===== src/rtl/multicycle_ctrl.sv =====
// ---------------------------------------------------------------------------
// multicycle_ctrl
//   Control FSM for a multi-cycle RV32I core. Sequences FETCH, DECODE, EXEC,
//   MEM and WB. It decodes the instruction register into the execute-unit
//   operation code (alu_op, pc_update) and issues every datapath strobe and
//   mux select.
//
//   Optional feature macro: ILLEGAL_TRAP_EN
//     defined   : an unrecognised opcode in DECODE enters a TRAP state that
//                 raises the sticky illegal_instr flag and holds until rst.
//     undefined : no TRAP state, illegal_instr is tied low, and an
//                 unrecognised opcode retires as a NOP through EXEC.
//
//   Strobes and selects are decoded combinationally from the state register,
//   the instruction register and the mem_ready/bcond handshakes. A strobe
//   must act in the same cycle its handshake arrives. While rst is high every
//   output except the registered illegal_instr flag is forced to zero.
// ---------------------------------------------------------------------------
module multicycle_ctrl #(
    parameter int ALU_CTRL_WIDTH = 5,
    parameter int INSTR_WIDTH    = 32
) (
    input  logic                      clk,
    input  logic                      rst,
    input  logic [INSTR_WIDTH-1:0]    instr,
    input  logic                      mem_ready,
    input  logic                      bcond,
    output logic [ALU_CTRL_WIDTH-1:0] alu_op,
    output logic                      pc_update,
    output logic [1:0]                alu_a_sel,
    output logic [1:0]                alu_b_sel,
    output logic                      ir_write,
    output logic                      pc_write,
    output logic                      pc_src,
    output logic                      target_write,
    output logic                      mem_read,
    output logic                      mem_write,
    output logic                      reg_write,
    output logic [1:0]                wb_sel,
    output logic                      instr_done,
    output logic                      illegal_instr
);

    // RV32I major opcodes recognised by this controller
    localparam logic [6:0] OPC_OP     = 7'b0110011;
    localparam logic [6:0] OPC_OPIMM  = 7'b0010011;
    localparam logic [6:0] OPC_BRANCH = 7'b1100011;
    localparam logic [6:0] OPC_JALR   = 7'b1100111;
    localparam logic [6:0] OPC_LUI    = 7'b0110111;
    localparam logic [6:0] OPC_LOAD   = 7'b0000011;
    localparam logic [6:0] OPC_STORE  = 7'b0100011;
    localparam logic [6:0] OPC_AUIPC  = 7'b0010111;
    localparam logic [6:0] OPC_JAL    = 7'b1101111;

    // Operand A select encoding
    localparam logic [1:0] A_RS1    = 2'd0;
    localparam logic [1:0] A_OLD_PC = 2'd1;
    localparam logic [1:0] A_ZERO   = 2'd2;
    localparam logic [1:0] A_PC     = 2'd3;

    // Operand B select encoding
    localparam logic [1:0] B_RS2    = 2'd0;
    localparam logic [1:0] B_IMM    = 2'd1;
    localparam logic [1:0] B_FOUR   = 2'd2;

    // Writeback source encoding
    localparam logic [1:0] WB_ALU   = 2'd0;
    localparam logic [1:0] WB_MEM   = 2'd1;
    localparam logic [1:0] WB_PC    = 2'd2;

    // Instruction class derived from the opcode field
    typedef enum logic [3:0] {
        CLS_OP      = 4'd0,
        CLS_OPIMM   = 4'd1,
        CLS_LUI     = 4'd2,
        CLS_AUIPC   = 4'd3,
        CLS_LOAD    = 4'd4,
        CLS_STORE   = 4'd5,
        CLS_BRANCH  = 4'd6,
        CLS_JAL     = 4'd7,
        CLS_JALR    = 4'd8,
        CLS_ILLEGAL = 4'd9
    } instr_class_e;

    // Controller states; TRAP only exists when the trap feature is built in
    typedef enum logic [2:0] {
        ST_FETCH  = 3'd0,
        ST_DECODE = 3'd1,
        ST_EXEC   = 3'd2,
        ST_MEM    = 3'd3,
`ifdef ILLEGAL_TRAP_EN
        ST_WB     = 3'd4,
        ST_TRAP   = 3'd5
`else
        ST_WB     = 3'd4
`endif
    } state_e;

    // Map a major opcode onto its instruction class
    function automatic instr_class_e classify(input logic [6:0] opcode);
        instr_class_e cls;
        case (opcode)
            OPC_OP:     cls = CLS_OP;
            OPC_OPIMM:  cls = CLS_OPIMM;
            OPC_LUI:    cls = CLS_LUI;
            OPC_AUIPC:  cls = CLS_AUIPC;
            OPC_LOAD:   cls = CLS_LOAD;
            OPC_STORE:  cls = CLS_STORE;
            OPC_BRANCH: cls = CLS_BRANCH;
            OPC_JAL:    cls = CLS_JAL;
            OPC_JALR:   cls = CLS_JALR;
            default:    cls = CLS_ILLEGAL;
        endcase
        return cls;
    endfunction

    // Execute-unit operation code; the MSB marks the branch/LUI/JALR class.
    // Shift-right immediates are the only OP-IMM forms that use funct7[5].
    function automatic logic [ALU_CTRL_WIDTH-1:0] exec_op_code(
        input instr_class_e cls,
        input logic [2:0]   funct3,
        input logic         funct7_b5
    );
        logic [ALU_CTRL_WIDTH-1:0] code;
        case (cls)
            CLS_OP:     code = {1'b0, funct7_b5, funct3};
            CLS_OPIMM:  code = {1'b0, (funct3 == 3'b101) ? funct7_b5 : 1'b0, funct3};
            CLS_BRANCH: code = {2'b10, funct3};
            CLS_JALR:   code = 5'b11001;
            CLS_LUI:    code = 5'b11000;
            default:    code = 5'b00000;
        endcase
        return code;
    endfunction

    state_e                    r_state;
    instr_class_e              w_class;
    logic [ALU_CTRL_WIDTH-1:0] w_exec_alu_op;
    logic [1:0]                w_exec_a_sel;
    logic [1:0]                w_exec_b_sel;
    logic                      w_is_load;
    logic                      w_is_store;
    logic                      w_unused_instr;

    assign w_class        = classify(instr[6:0]);
    assign w_exec_alu_op  = exec_op_code(w_class, instr[14:12], instr[30]);
    assign w_is_load      = (w_class == CLS_LOAD);
    assign w_is_store     = (w_class == CLS_STORE);
    // Register specifiers and immediate bits belong to the datapath only
    assign w_unused_instr = ^{instr[31], instr[29:15], instr[11:7]};

`ifdef ILLEGAL_TRAP_EN
    logic r_illegal;
    assign illegal_instr = r_illegal;
`else
    assign illegal_instr = 1'b0;
`endif

    // Operand selects used in EXEC and held through MEM and WB
    always_comb begin
        w_exec_a_sel = A_RS1;
        w_exec_b_sel = B_RS2;
        case (w_class)
            CLS_OP: begin
                w_exec_a_sel = A_RS1;
                w_exec_b_sel = B_RS2;
            end
            CLS_OPIMM, CLS_LOAD, CLS_STORE, CLS_JALR: begin
                w_exec_a_sel = A_RS1;
                w_exec_b_sel = B_IMM;
            end
            CLS_LUI: begin
                w_exec_a_sel = A_RS1;
                w_exec_b_sel = B_IMM;
            end
            CLS_AUIPC: begin
                w_exec_a_sel = A_OLD_PC;
                w_exec_b_sel = B_IMM;
            end
            CLS_BRANCH: begin
                w_exec_a_sel = A_RS1;
                w_exec_b_sel = B_RS2;
            end
            default: begin
                w_exec_a_sel = A_RS1;
                w_exec_b_sel = B_RS2;
            end
        endcase
    end

    // State sequencing and the sticky illegal-opcode flag
    always_ff @(posedge clk) begin
        if (rst) begin
            r_state <= ST_FETCH;
`ifdef ILLEGAL_TRAP_EN
            r_illegal <= 1'b0;
`endif
        end else begin
            case (r_state)
                ST_FETCH: begin
                    if (mem_ready) begin
                        r_state <= ST_DECODE;
                    end else begin
                        r_state <= ST_FETCH;
                    end
                end
                ST_DECODE: begin
`ifdef ILLEGAL_TRAP_EN
                    if (w_class == CLS_ILLEGAL) begin
                        r_state   <= ST_TRAP;
                        r_illegal <= 1'b1;
                    end else begin
                        r_state   <= ST_EXEC;
                    end
`else
                    r_state <= ST_EXEC;
`endif
                end
                ST_EXEC: begin
                    case (w_class)
                        CLS_LOAD, CLS_STORE:                   r_state <= ST_MEM;
                        CLS_OP, CLS_OPIMM, CLS_LUI, CLS_AUIPC: r_state <= ST_WB;
                        default:                               r_state <= ST_FETCH;
                    endcase
                end
                ST_MEM: begin
                    if (!mem_ready) begin
                        r_state <= ST_MEM;
                    end else if (w_is_load) begin
                        r_state <= ST_WB;
                    end else begin
                        r_state <= ST_FETCH;
                    end
                end
                ST_WB: begin
                    r_state <= ST_FETCH;
                end
`ifdef ILLEGAL_TRAP_EN
                ST_TRAP: begin
                    r_state   <= ST_TRAP;
                    r_illegal <= 1'b1;
                end
`endif
                default: begin
                    r_state <= ST_FETCH;
                end
            endcase
        end
    end

    // Datapath strobes and selects for the current state and instruction
    always_comb begin
        alu_op       = {ALU_CTRL_WIDTH{1'b0}};
        pc_update    = 1'b0;
        alu_a_sel    = A_RS1;
        alu_b_sel    = B_RS2;
        ir_write     = 1'b0;
        pc_write     = 1'b0;
        pc_src       = 1'b0;
        target_write = 1'b0;
        mem_read     = 1'b0;
        mem_write    = 1'b0;
        reg_write    = 1'b0;
        wb_sel       = WB_ALU;
        instr_done   = 1'b0;
        if (!rst) begin
            case (r_state)
                ST_FETCH: begin
                    // PC + 4 is formed while the instruction is read
                    mem_read  = 1'b1;
                    alu_a_sel = A_PC;
                    alu_b_sel = B_FOUR;
                    pc_update = 1'b1;
                    if (mem_ready) begin
                        ir_write = 1'b1;
                        pc_write = 1'b1;
                        pc_src   = 1'b0;
                    end else begin
                        ir_write = 1'b0;
                        pc_write = 1'b0;
                    end
                end
                ST_DECODE: begin
                    // Speculative branch/jump target: old_pc + imm
                    alu_a_sel    = A_OLD_PC;
                    alu_b_sel    = B_IMM;
                    pc_update    = 1'b1;
                    target_write = 1'b1;
                end
                ST_EXEC: begin
                    alu_op    = w_exec_alu_op;
                    alu_a_sel = w_exec_a_sel;
                    alu_b_sel = w_exec_b_sel;
                    case (w_class)
                        CLS_BRANCH: begin
                            pc_write   = bcond;
                            pc_src     = bcond;
                            instr_done = 1'b1;
                        end
                        CLS_JAL: begin
                            pc_write   = 1'b1;
                            pc_src     = 1'b1;
                            reg_write  = 1'b1;
                            wb_sel     = WB_PC;
                            instr_done = 1'b1;
                        end
                        CLS_JALR: begin
                            // Link value is the PC before this cycle's update
                            pc_write   = 1'b1;
                            pc_src     = 1'b0;
                            reg_write  = 1'b1;
                            wb_sel     = WB_PC;
                            instr_done = 1'b1;
                        end
                        CLS_ILLEGAL: begin
                            // Retire as a NOP; PC was already advanced in FETCH
                            instr_done = 1'b1;
                        end
                        default: begin
                            instr_done = 1'b0;
                        end
                    endcase
                end
                ST_MEM: begin
                    alu_op    = w_exec_alu_op;
                    alu_a_sel = w_exec_a_sel;
                    alu_b_sel = w_exec_b_sel;
                    if (w_is_load) begin
                        mem_read = 1'b1;
                    end else if (w_is_store) begin
                        mem_write  = 1'b1;
                        instr_done = mem_ready;
                    end else begin
                        mem_read = 1'b0;
                    end
                end
                ST_WB: begin
                    alu_op     = w_exec_alu_op;
                    alu_a_sel  = w_exec_a_sel;
                    alu_b_sel  = w_exec_b_sel;
                    reg_write  = 1'b1;
                    wb_sel     = w_is_load ? WB_MEM : WB_ALU;
                    instr_done = 1'b1;
                end
                default: begin
                    // TRAP and unused encodings drive no strobes
                    alu_a_sel = A_RS1;
                end
            endcase
        end else begin
            alu_op    = {ALU_CTRL_WIDTH{1'b0}};
            alu_a_sel = A_RS1;
            alu_b_sel = B_RS2;
        end
    end

endmodule

===== config.mk =====
export PLATFORM = sky130hd
export DESIGN_NAME = multicycle_ctrl
export DESIGN_NICKNAME = d
export VERILOG_FILES = /design/src/rtl/multicycle_ctrl.sv
export SDC_FILE = /design/constraint.sdc
export NUM_CORES = 1
export LEC_CHECK = 0
export CORE_ASPECT_RATIO = 0.8
export CORE_MARGIN = 10
export CORE_UTILIZATION = 30
export CTS_BUF_LIST = sky130_fd_sc_hd__clkbuf_4 sky130_fd_sc_hd__clkbuf_8
export DETAILED_ROUTE_END_ITERATION = 6
export PLACE_DENSITY_LB_ADDON = 0.3
export SYNTH_ARGS = -nofsm -noshare
export SYNTH_HDL_FRONTEND = slang
export SYNTH_SLANG_ARGS = --single-unit
export TNS_END_PERCENT = 100

===== constraint.sdc =====
create_clock -name clk -period 1.7 [get_ports clk]
set_input_delay 0.34 -clock clk [delete_from_list [all_inputs] [get_ports clk]]
set_output_delay 0.34 -clock clk [all_outputs]
set_load 0.01 [all_outputs]

==> results.md, run 1 <==
* Main area contributors after synthesis: dfxtp_1, nor2_1, nand2b_1
* Clock tree from TritonCTS: done
* Die width at between 70 and 80 um
* Largest net degree at the start of global routing at 15
* Reg with most FFs: r_state
* Drt total wl at 3.34 mm
* Crit path launch type: flop
* Count leader, synth: nor2_1
* FP Rows at 15
* # DRC at 0
* RSZ-0062 raised after global routing: true
* Outcome: finished with violations
* Req. time, crit path at 1.36 ns
* CTS buffer count at 3
* Root Driver: clkbuf_4
* # diodes at 0
* Worst-skew pair later-pin latency at around 0.24 ns
* Pre-CTS setup slack at -0.997 ns
* Final max-slew violation count at 0
* Post-synth top area share at 0.0879
* Max-Cap Viols at 0
* Die area at approximately 4600 um2
* Via-to-Cell Ratio at roughly 5.4
* Worst setup margin at -0.454 ns
* Final Hold Fails at 0
* Post-synth EDFFs at 0
* Final ANT Viol Nets at 0
* Maximum VDD drop at 0.305 mV
* Synth cell count leaders: nor2_1, nand2_1, nor3_1
* H-tree depth at 1
* Gp weighted congestion at 0.930
* Synthesized instance count at between 90 and 100
* DIE HEIGHT at 62.7 um
* Period Utilization, post-route at 1.27
* Power Density at between 300 and 400 nW/um2
* Ys async rst share at 0
* Netlist cell types at between 40 and 50
* Crit path kind: reg -> out
* Final setup viols at 19
* Final #Nets at about 210
* Critical path fanouts, max at 3
* WP data arrival at 1.81 ns
* Syn avg cell area at 6.90 um2
* Initial Util at 0.317
* First-pass GRT wire length at 5.20 mm
* Fin area at 1570 um2
* Seq cells post-synth at 3
* Clk_skew at 0.00479 ns
* DR WL/cell at between 15 and 20 um
* CTS Sinks at 3
* Synthesized area at 683 um2
* Sequential-to-total area share from yosys stat at 0.0879
* Ports at 57
* IO buf count at 34
* CTS max path bufs at 2
* Total gr overflow at 0
* Primary FF master, synth: dfxtp_1
* Via count of the first global-routing pass at 1,118
* Post-synth top area cell: dfxtp_1
* Max reg flops at 3
* Drt pass-1 iters at 4
* Via count at 1,086
* Gr usage total at 0.133
* DP Area at 1230 um2
* Failing checks: setup timing
* Yosys synthesis warning count at 0
* Syn Nets at 135
* F_max at 464 MHz
* Clk pin slew, worst setup/hold paths at 0.04 ns
* CP Capture Type: output pin
* Core Box Area at 2160 um2
* Regs by FF count: r_state (3)
* Pleak at 0.686 nW
* Layout area overhead at 129%
* Dpl hpwl at 2.20 mm
* HP Class: in -> reg
* Initial drt markers at 56
* Initial antenna violation count at 0
* Share of post-route cells with drive strength above 1 at 0.661
* Min cycle time layout at 2.15 ns
critical path, stage by stage, from the launching register on:
cell and delay, ns:
dfxtp_1 0.32, or3b_4 0.40, a211oi_4 0.28, nand2_2 0.13, buf_6 0.14, nor3b_4 0.15, buf_2 0.16
layout by cell type (no fill, tap or decap), drive strengths merged, types with 2 or more instances in the layout:
cell           instances
o21ai                  4
nand2                  7
nor4                   3
nor3                   6
nor2b                  4
o211ai                 2
nand3b                 3
nor3b                  2
nand4b                 2
clkbuf                 4
nand4                  2
a211oi                 2
o31ai                  2
dfxtp                  3
buf                   78
and3                   4
nand3                  2
nor2                   9
inv                    3
nand2b                 5
a21oi                  4
clkdlybuf4s50          6
where the power goes:
group          internal, mW  switching, mW
combinational         0.143          0.129
clock                 0.104         0.0454
sequential           0.0734        0.00147
worst paths after layout:
check / start / end / slack (ns) / cells after the start
min: instr[4] / r_state[2] / 0.68 / 5
max reg2reg: r_state[2] / r_state[0] / 0.21 / 6
min reg2reg: r_state[0] / r_state[2] / 0.71 / 3
max: r_state[1] / alu_op[1] / -0.45 / 6
area by class of cell:
class | instances | area, um2
Multi-Input combinational cell | 82 | 726
Timing Repair Buffer | 85 | 708
Fill cell | 156 | 591
Sequential cell | 3 | 61.3
Tap cell | 25 | 31.3
Clock buffer | 4 | 30.0
Inverter | 3 | 11.3
stage by stage:
stage / util / hold slack, ns / total power [mW] / TNS (ns) / cells
2_1_floorplan: - / 0.442 / 0.180 / -0.203 / 99
3_3_place_gp: 0.572 / 0.670 / 0.291 / -16.31 / 176
3_5_place_dp: 0.572 / 0.677 / 0.294 / -16.80 / 176
4_1_cts: 0.673 / 0.650 / 0.467 / -4.64 / 198
5_1_grt: 0.726 / 0.706 / 0.522 / -5.61 / 202
6_report: 0.726 / 0.681 / 0.497 / -4.73 / 202
cell families after synthesis:
kind of cell | after synthesis | synth area share
multiplexers | 1 | 0.0147
buffers and inverters | 14 | 0.112
AND/OR/NAND/NOR | 56 | 0.502
XOR/XNOR | 1 | 0.0128
other | 1 | 0.00549
flip-flops | 3 | 0.0879
AO/OA/AOI/OAI | 23 | 0.266
layer usage:
metal | wire length [um] | global-route usage | up-vias
li1 | - | - | 521
met1 | 1460 | 0.163 | 527
met2 | 1610 | 0.231 | 30
met3 | 177 | 0.0143 | 8
met4 | 91 | 0.0442 | 0
met5 | 0 | 0 | -
what timing repair did:
action / 4_1_cts / 5_1_grt
buffers inserted: 18 / 6
setup endpoints to repair: 21 / 20
hold buffers: 0 / 0
pin swaps: 16 / 6
gates resized for setup: 160 / 19
Power figures use the tool's default switching activity.
==> run 2: changes to the inputs <==
Settings changed: CTS_BUF_LIST sky130_fd_sc_hd__clkbuf_4 sky130_fd_sc_hd__clkbuf_8 to sky130_fd_sc_hd__clkbuf_8.
==> run 2 against run 1 <==
  * The run still ends with setup timing left
  * Clock skew is 0.0037 ns lower
  * Via count is 0.64% higher
  * Fmax is 1.1% higher
  * Clock power is 40% higher
  * Worst setup slack better by 0.024 ns
  * Flip-flop and latch count stayed put
  * Sequential power is 0.7% higher
  * Cell count stayed put
  * Global-route usage is 1.0 points higher
  * Clock-buffer cell count is 1 lower
  * Cell area is 1.8% higher
  * Worst hold slack better by 0.0097 ns
  * Critical path type unchanged
==> results.md, run 2 (synthesis gave the netlist of run 1 again) <==
* RSZ-0062 raised after global routing: true
* Drt pass-1 iters at 4 (unchanged)
* Crit path to: alu_op[2]
* Combinational Power Share at 0.493 (-0.055)
* Worst r2r src: r_state[2]
* IO buf count at 34 (unchanged)
* Sequential Power Share at 0.134 (-0.017)
* Final Hold Fails at 0 (unchanged)
* Req. time, crit path at 1.36 ns (about the same)
* Maximum VDD drop at 0.496 mV (+62%)
* Clk pin slew, worst setup/hold paths at 0.03 ns (about the same)
* Final setup viols at 20 (+1)
* Crit. path cell count at 6 (unchanged)
* Crit path launch type: flop
* Root Driver: clkbuf_8
* Via count at 1,093 (+0.64%)
* CP bufs+invs at 2 (unchanged)
* Outcome: finished with violations
* Top Family by Delay on Critical Path: simple AND/OR/NAND/NOR gates
* Critical path fanouts, max at 3 (unchanged)
* # diodes at 0 (unchanged)
* Period Utilization, post-route at 1.25 (-0.0143)
* Pre-CTS setup slack at -0.997 ns (unchanged)
* Die area at 4600 um2 (unchanged)
* FF-to-FF path depth at 7 (+1)
* Hold_ws at 0.691 ns (+0.00971 ns)
* Gp weighted congestion at 0.930 (unchanged)
* Failing checks: setup timing
* DIE HEIGHT at 62.7 um (unchanged)
* Share of post-route cells with drive strength above 1 at 0.667 (+0.00565)
* Initial drt markers at 42 (-25%)
* CTS Sinks at 3 (unchanged)
* CP Cell Sequence: or3b_4 -> a211oi_4 -> nand2_2 -> buf_6 -> nor3b_4 -> buf_2
* Most frequent cells in the layout: buf_4, buf_6, buf_2
* RR Endpoint: r_state[0]
* Pleak at 0.696 nW (+1.5%)
* Min cycle time layout at 2.13 ns (-0.0242 ns)
* Total gr overflow at 0 (unchanged)
* Power Density at 353 nW/um2 (+11%)
* CTS buffer count at 3 (unchanged)
* Max reg flops at 3 (unchanged)
* Via-to-Cell Ratio at 5.41 (+0.64%)
* Gr usage total at 0.143 (+0.00997)
* CP Capture Type: output pin
* First-pass GRT wire length at 5.59 mm (+7.6%)
* Int Power at 0.371 mW (+16%)
* Final #Nets at 214 (unchanged)
* Core Box Area at 2160 um2 (unchanged)
* WP data arrival at 1.79 ns (-0.02 ns)
* Clock power share at 0.373 (+0.072)
* CTS max path bufs at 2 (unchanged)
* # DRC at 0 (unchanged)
* Critical-path top delay cell: or3b_4
* Final max-slew violation count at 0 (unchanged)
* DR WL/cell at 17.5 um (+6.0%)
* Clk_skew at 0.00112 ns (-0.00367 ns)
* Max-Cap Viols at 0 (unchanged)
* Inst Count DP at 176 (unchanged)
* Layout area overhead at 134%
* Drt total wl at 3.54 mm (+6.0%)
* Initial antenna violation count at 0 (unchanged)
* HP Class: in -> reg
* Non-filler instance count after layout at 202 (unchanged)
* P_sw at 0.192 mW (+8.9%)
* Dpl hpwl at 2.20 mm (unchanged)
* Worst-skew pair later-pin latency at 0.22 ns (-0.02 ns)
* DP Area at 1230 um2 (unchanged)
* Ports at 57 (unchanged)
* Final ANT Viol Nets at 0 (unchanged)
* Fin area at 1600 um2 (+1.8%)
* Critical Path Start: r_state[1]
* Max stage delay on crit path at 0.41 ns (about the same)
* Finished Core Util at 0.740 (+0.0133)
* Sw frac at 0.341 (-0.0139)
* Via count of the first global-routing pass at 1,159 (+3.7%)
* Most common cell after layout, fill and taps aside: buf_4
* Largest net degree at the start of global routing at 15 (unchanged)
* Reg2Reg Setup Slack at 0.14 ns (-0.07 ns)
* H-tree depth at 1 (unchanged)
* Die width at 73.4 um (unchanged)
* Regs by FF count: r_state (3)
* Initial Util at 0.317 (unchanged)
* Worst setup margin at -0.429 ns (+0.0242 ns)
* F_max at 470 MHz (+1.1%)
* Reg with most FFs: r_state
* FP Rows at 15 (unchanged)
* Clock tree from TritonCTS: done
* Crit path kind: reg -> out
run 2: final cells by class:
cell class | instances | area (um2)
sequential | 3 | 62.6
inverter | 3 | 11.3
timing repair buffer | 85 | 708
multi-input combinational | 82 | 738
clock buffer | 3 | 41.3
clock inverter | 1 | 3.75
tap | 25 | 31.3
fill | 161 | 562
run 2: what timing repair did:
item                                    in CTS  in global routing
resized for setup                          160                 19
hold buffers                                 0                  0
pin swaps                                   17                  4
hold endpoints to repair                     0                  0
buffers inserted                            16                  6
endpoints found under the setup margin      22                 20
run 2: worst min-delay path by stage:
stage | start | to | slack, ns | cells past startpoint
4_1_cts | instr[4] | r_state[2] | 0.67 | 5
3_3_place_gp | r_state[0] | r_state[1] | 0.67 | 2
6_report | instr[6] | r_state[2] | 0.69 | 6
3_5_place_dp | r_state[0] | r_state[1] | 0.68 | 2
5_1_grt | instr[6] | r_state[2] | 0.71 | 6
2_1_floorplan | mem_ready | r_state[0] | 0.44 | 1
run 2: worst reg2reg max path, stage by stage (launching register included):
cell and delay [ns]:
dfxtp_2 0.31, buf_4 0.13, buf_6 0.11, buf_6 0.11, or2_4 0.26, buf_6 0.15
buf_6 0.12, o31ai_1 0.27
run 2: power groups by stage:
stage	clock (mW)	combinational, mW	sequential, mW
after floorplan	0	0.104	0.0767
after global placement	0	0.215	0.0757
after detailed placement	0	0.219	0.0758
after CTS	0.202	0.245	0.0750
after global routing	0.220	0.298	0.0757
final	0.210	0.278	0.0754
run 2: stage by stage:
stage	power [mW]	setup TNS (ns)
6_report	0.563	-5.31
5_1_grt	0.594	-6.31
4_1_cts	0.522	-4.29
3_5_place_dp	0.294	-16.80
3_3_place_gp	0.291	-16.31
2_1_floorplan	0.180	-0.203
run 2: layer usage:
metal | GRT usage | up-vias | wire (um)
met5 | 0 | - | 0
met4 | 0.0395 | 0 | 26
met3 | 0.0238 | 2 | 179
li1 | - | 522 | -
met2 | 0.251 | 41 | 1800
met1 | 0.171 | 528 | 1530
==> run 3: changes to the inputs <==
Settings changed: CORE_MARGIN 10 to unset.
==> run 3 against run 2 <==
  * The flow still finishes with violations (setup timing)
  * Cell area fell by 9.2%
  * Clock power decreased by 7%
  * Cell count shrank 4.5%
  * Combinational power fell by 8.6%
  * Clock skew down 0.00075 ns
  * Worst setup slack gained 0.021 ns
  * Via count fell by 8.0%
  * Sequential share of layout area rose by 0.40 points
  * Wire length fell by 25%
  * Sequential power about the same
  * Register-to-register slack improved by 0.19 ns
  * Critical path type unchanged
  * Largest power group unchanged
==> results.md, run 3 (synthesis gave the netlist of run 1 again) <==
* Outcome: finished with violations
* Failing checks: setup timing
* Via count at 1,006 (-8.0%)
* Sw frac at 0.323 (-0.0177)
* Req. time, crit path at 1.36 ns (about the same)
* Period Utilization, post-route at 1.24 (-0.0125)
* Regs by FF count: r_state (3)
* Via-to-Cell Ratio at 5.21 (-3.7%)
* DIE HEIGHT at 44.7 um (-29%)
* Initial Util at 0.317 (unchanged)
* Max reg flops at 3 (unchanged)
* Most frequent cells in the layout: buf_4, buf_2, buf_6
* IO buf count at 34 (unchanged)
* Root Driver: clkbuf_8
* Final #Nets at 205 (-4.2%)
* Gr usage total at 0.205 (+0.0620)
* HP Class: in -> reg
* Die width at 55.4 um (-25%)
* Largest net degree at the start of global routing at 17 (+2)
* Share of post-route cells with drive strength above 1 at 0.631 (-0.0357)
* CTS max path bufs at 2 (unchanged)
* # DRC at 0 (unchanged)
* Power Density at 362 nW/um2 (+2.6%)
* DR WL/cell at 13.7 um (-22%)
* WP data arrival at 1.77 ns (-0.02 ns)
* Worst setup margin at -0.408 ns (+0.0213 ns)
* Min cycle time layout at 2.11 ns (-0.0213 ns)
* CP Capture Type: output pin
* RSZ-0062 raised after global routing: true
* Final max-slew violation count at 0 (unchanged)
* Ports at 57 (unchanged)
* Worst-skew pair later-pin latency at 0.21 ns (about the same)
* Pleak at 0.653 nW (-6.2%)
* CTS buffer count at 3 (unchanged)
* Clk pin slew, worst setup/hold paths at 0.03 ns (about the same)
* P_sw at 0.170 mW (-12%)
* Reg with most FFs: r_state
* Final setup viols at 14 (-30%)
* Gp weighted congestion at 0.841 (-9.6%)
* Maximum VDD drop at 0.356 mV (-28%)
* Total gr overflow at 0 (unchanged)
* Layout area overhead at 112%
* Int Power at 0.355 mW (-4.3%)
* Most common cell after layout, fill and taps aside: buf_4
* Drt total wl at 2.65 mm (-25%)
* Pre-CTS setup slack at -1.01 ns (-0.0120 ns)
* Crit path launch type: flop
* Critical path fanouts, max at 3 (unchanged)
* Clk_skew at 0.000365 ns (-0.000752 ns)
* Max-Cap Viols at 0 (unchanged)
* Dpl hpwl at 1.88 mm (-15%)
* FP Rows at 15 (unchanged)
* Clock tree from TritonCTS: done
* Drt pass-1 iters at 4 (unchanged)
* Hold-fix buffers at CTS at 0 (unchanged)
* Via count of the first global-routing pass at 923 (-20%)
* Initial drt markers at 23 (-45%)
* Fin area at 1450 um2 (-9.2%)
* Final ANT Viol Nets at 0 (unchanged)
* Finished Core Util at 0.672 (-0.0678)
* # diodes at 0 (unchanged)
* DP Area at 1280 um2 (+3.6%)
* H-tree depth at 1 (unchanged)
* First-pass GRT wire length at 4.07 mm (-27%)
* Final Hold Fails at 0 (unchanged)
* F_max at 474 MHz (+1.0%)
* CTS Sinks at 3 (unchanged)
* Crit path kind: reg -> out
* Die area at 2470 um2 (-46%)
* Initial antenna violation count at 0 (unchanged)
* Core Box Area at 2160 um2 (unchanged)
* Clock power share at 0.374 (about the same)
* Sequential Power Share at 0.143 (+0.009)
* Combinational Power Share at 0.483 (-0.010)
[run 3: cell types whose count changed in the layout (fill, tap and decap cells not counted), moves of 2 or more]
| cell | delta |
|---|---|
| buf_6 | -14 |
| and3_4 | -2 |
| and3_1 | +2 |
| buf_4 | -3 |
| buf_2 | +6 |
[run 3: worst paths after layout]
| path | slack (ns) | to | startpoint | cells after the start |
|---|---|---|---|---|
| max reg2reg | 0.33 | r_state[0] | r_state[2] | 5 |
| max | -0.41 | alu_op[2] | r_state[1] | 6 |
| min | 0.65 | r_state[2] | instr[6] | 5 |
| min reg2reg | 0.70 | r_state[1] | r_state[0] | 3 |
[run 3: timing repair]
| action | 4_1_cts | 5_1_grt |
|---|---|---|
| pin swaps | 17 | 8 |
| setup buffers | 4 | 2 |
| resized for setup | 132 | 27 |
| cloned | 0 | 1 |
| setup endpoints to repair | 23 | 19 |
[run 3: final cells by class]
class	instances	area [um2]
inverters	3	11.3
clock inverters	1	3.75
well taps	25	31.3
flip-flops and latches	3	62.6
clock buffers	3	41.3
multi-input cells	82	722
fillers	187	708
repair buffers	76	578
[run 3: critical path, cell delays in order (launching register included)]
cell      delay [ns]
dfxtp_2         0.31
or3b_4          0.41
a211oi_4        0.27
nand2_2         0.14
buf_6           0.14
nor3b_4         0.14
buf_2           0.15
[run 3: routing by layer]
layer  global-route usage  share of wire
met5                    0              0
met2                0.342           0.47
met4               0.0400         0.0094
met1                0.289           0.47
met3               0.0234          0.047
[run 3: through the flow]
stage               hold slack [ns]  std cells  power [mW]  setup TNS [ns]
CTS                           0.639        190       0.502           -2.92
detailed placement            0.670        182       0.300          -16.59
finish                        0.646        193       0.525           -3.02
floorplan                     0.442         99       0.180          -0.203
global route                  0.676        193       0.557           -3.97
global placement              0.666        182       0.297          -16.27
[run 3: power by group through the flow]
stage	sequential, mW	clock, mW	combinational, mW
3_3_place_gp	0.0758	0	0.221
5_1_grt	0.0752	0.211	0.271
6_report	0.0751	0.196	0.254
3_5_place_dp	0.0758	0	0.224
4_1_cts	0.0749	0.200	0.227
2_1_floorplan	0.0767	0	0.104
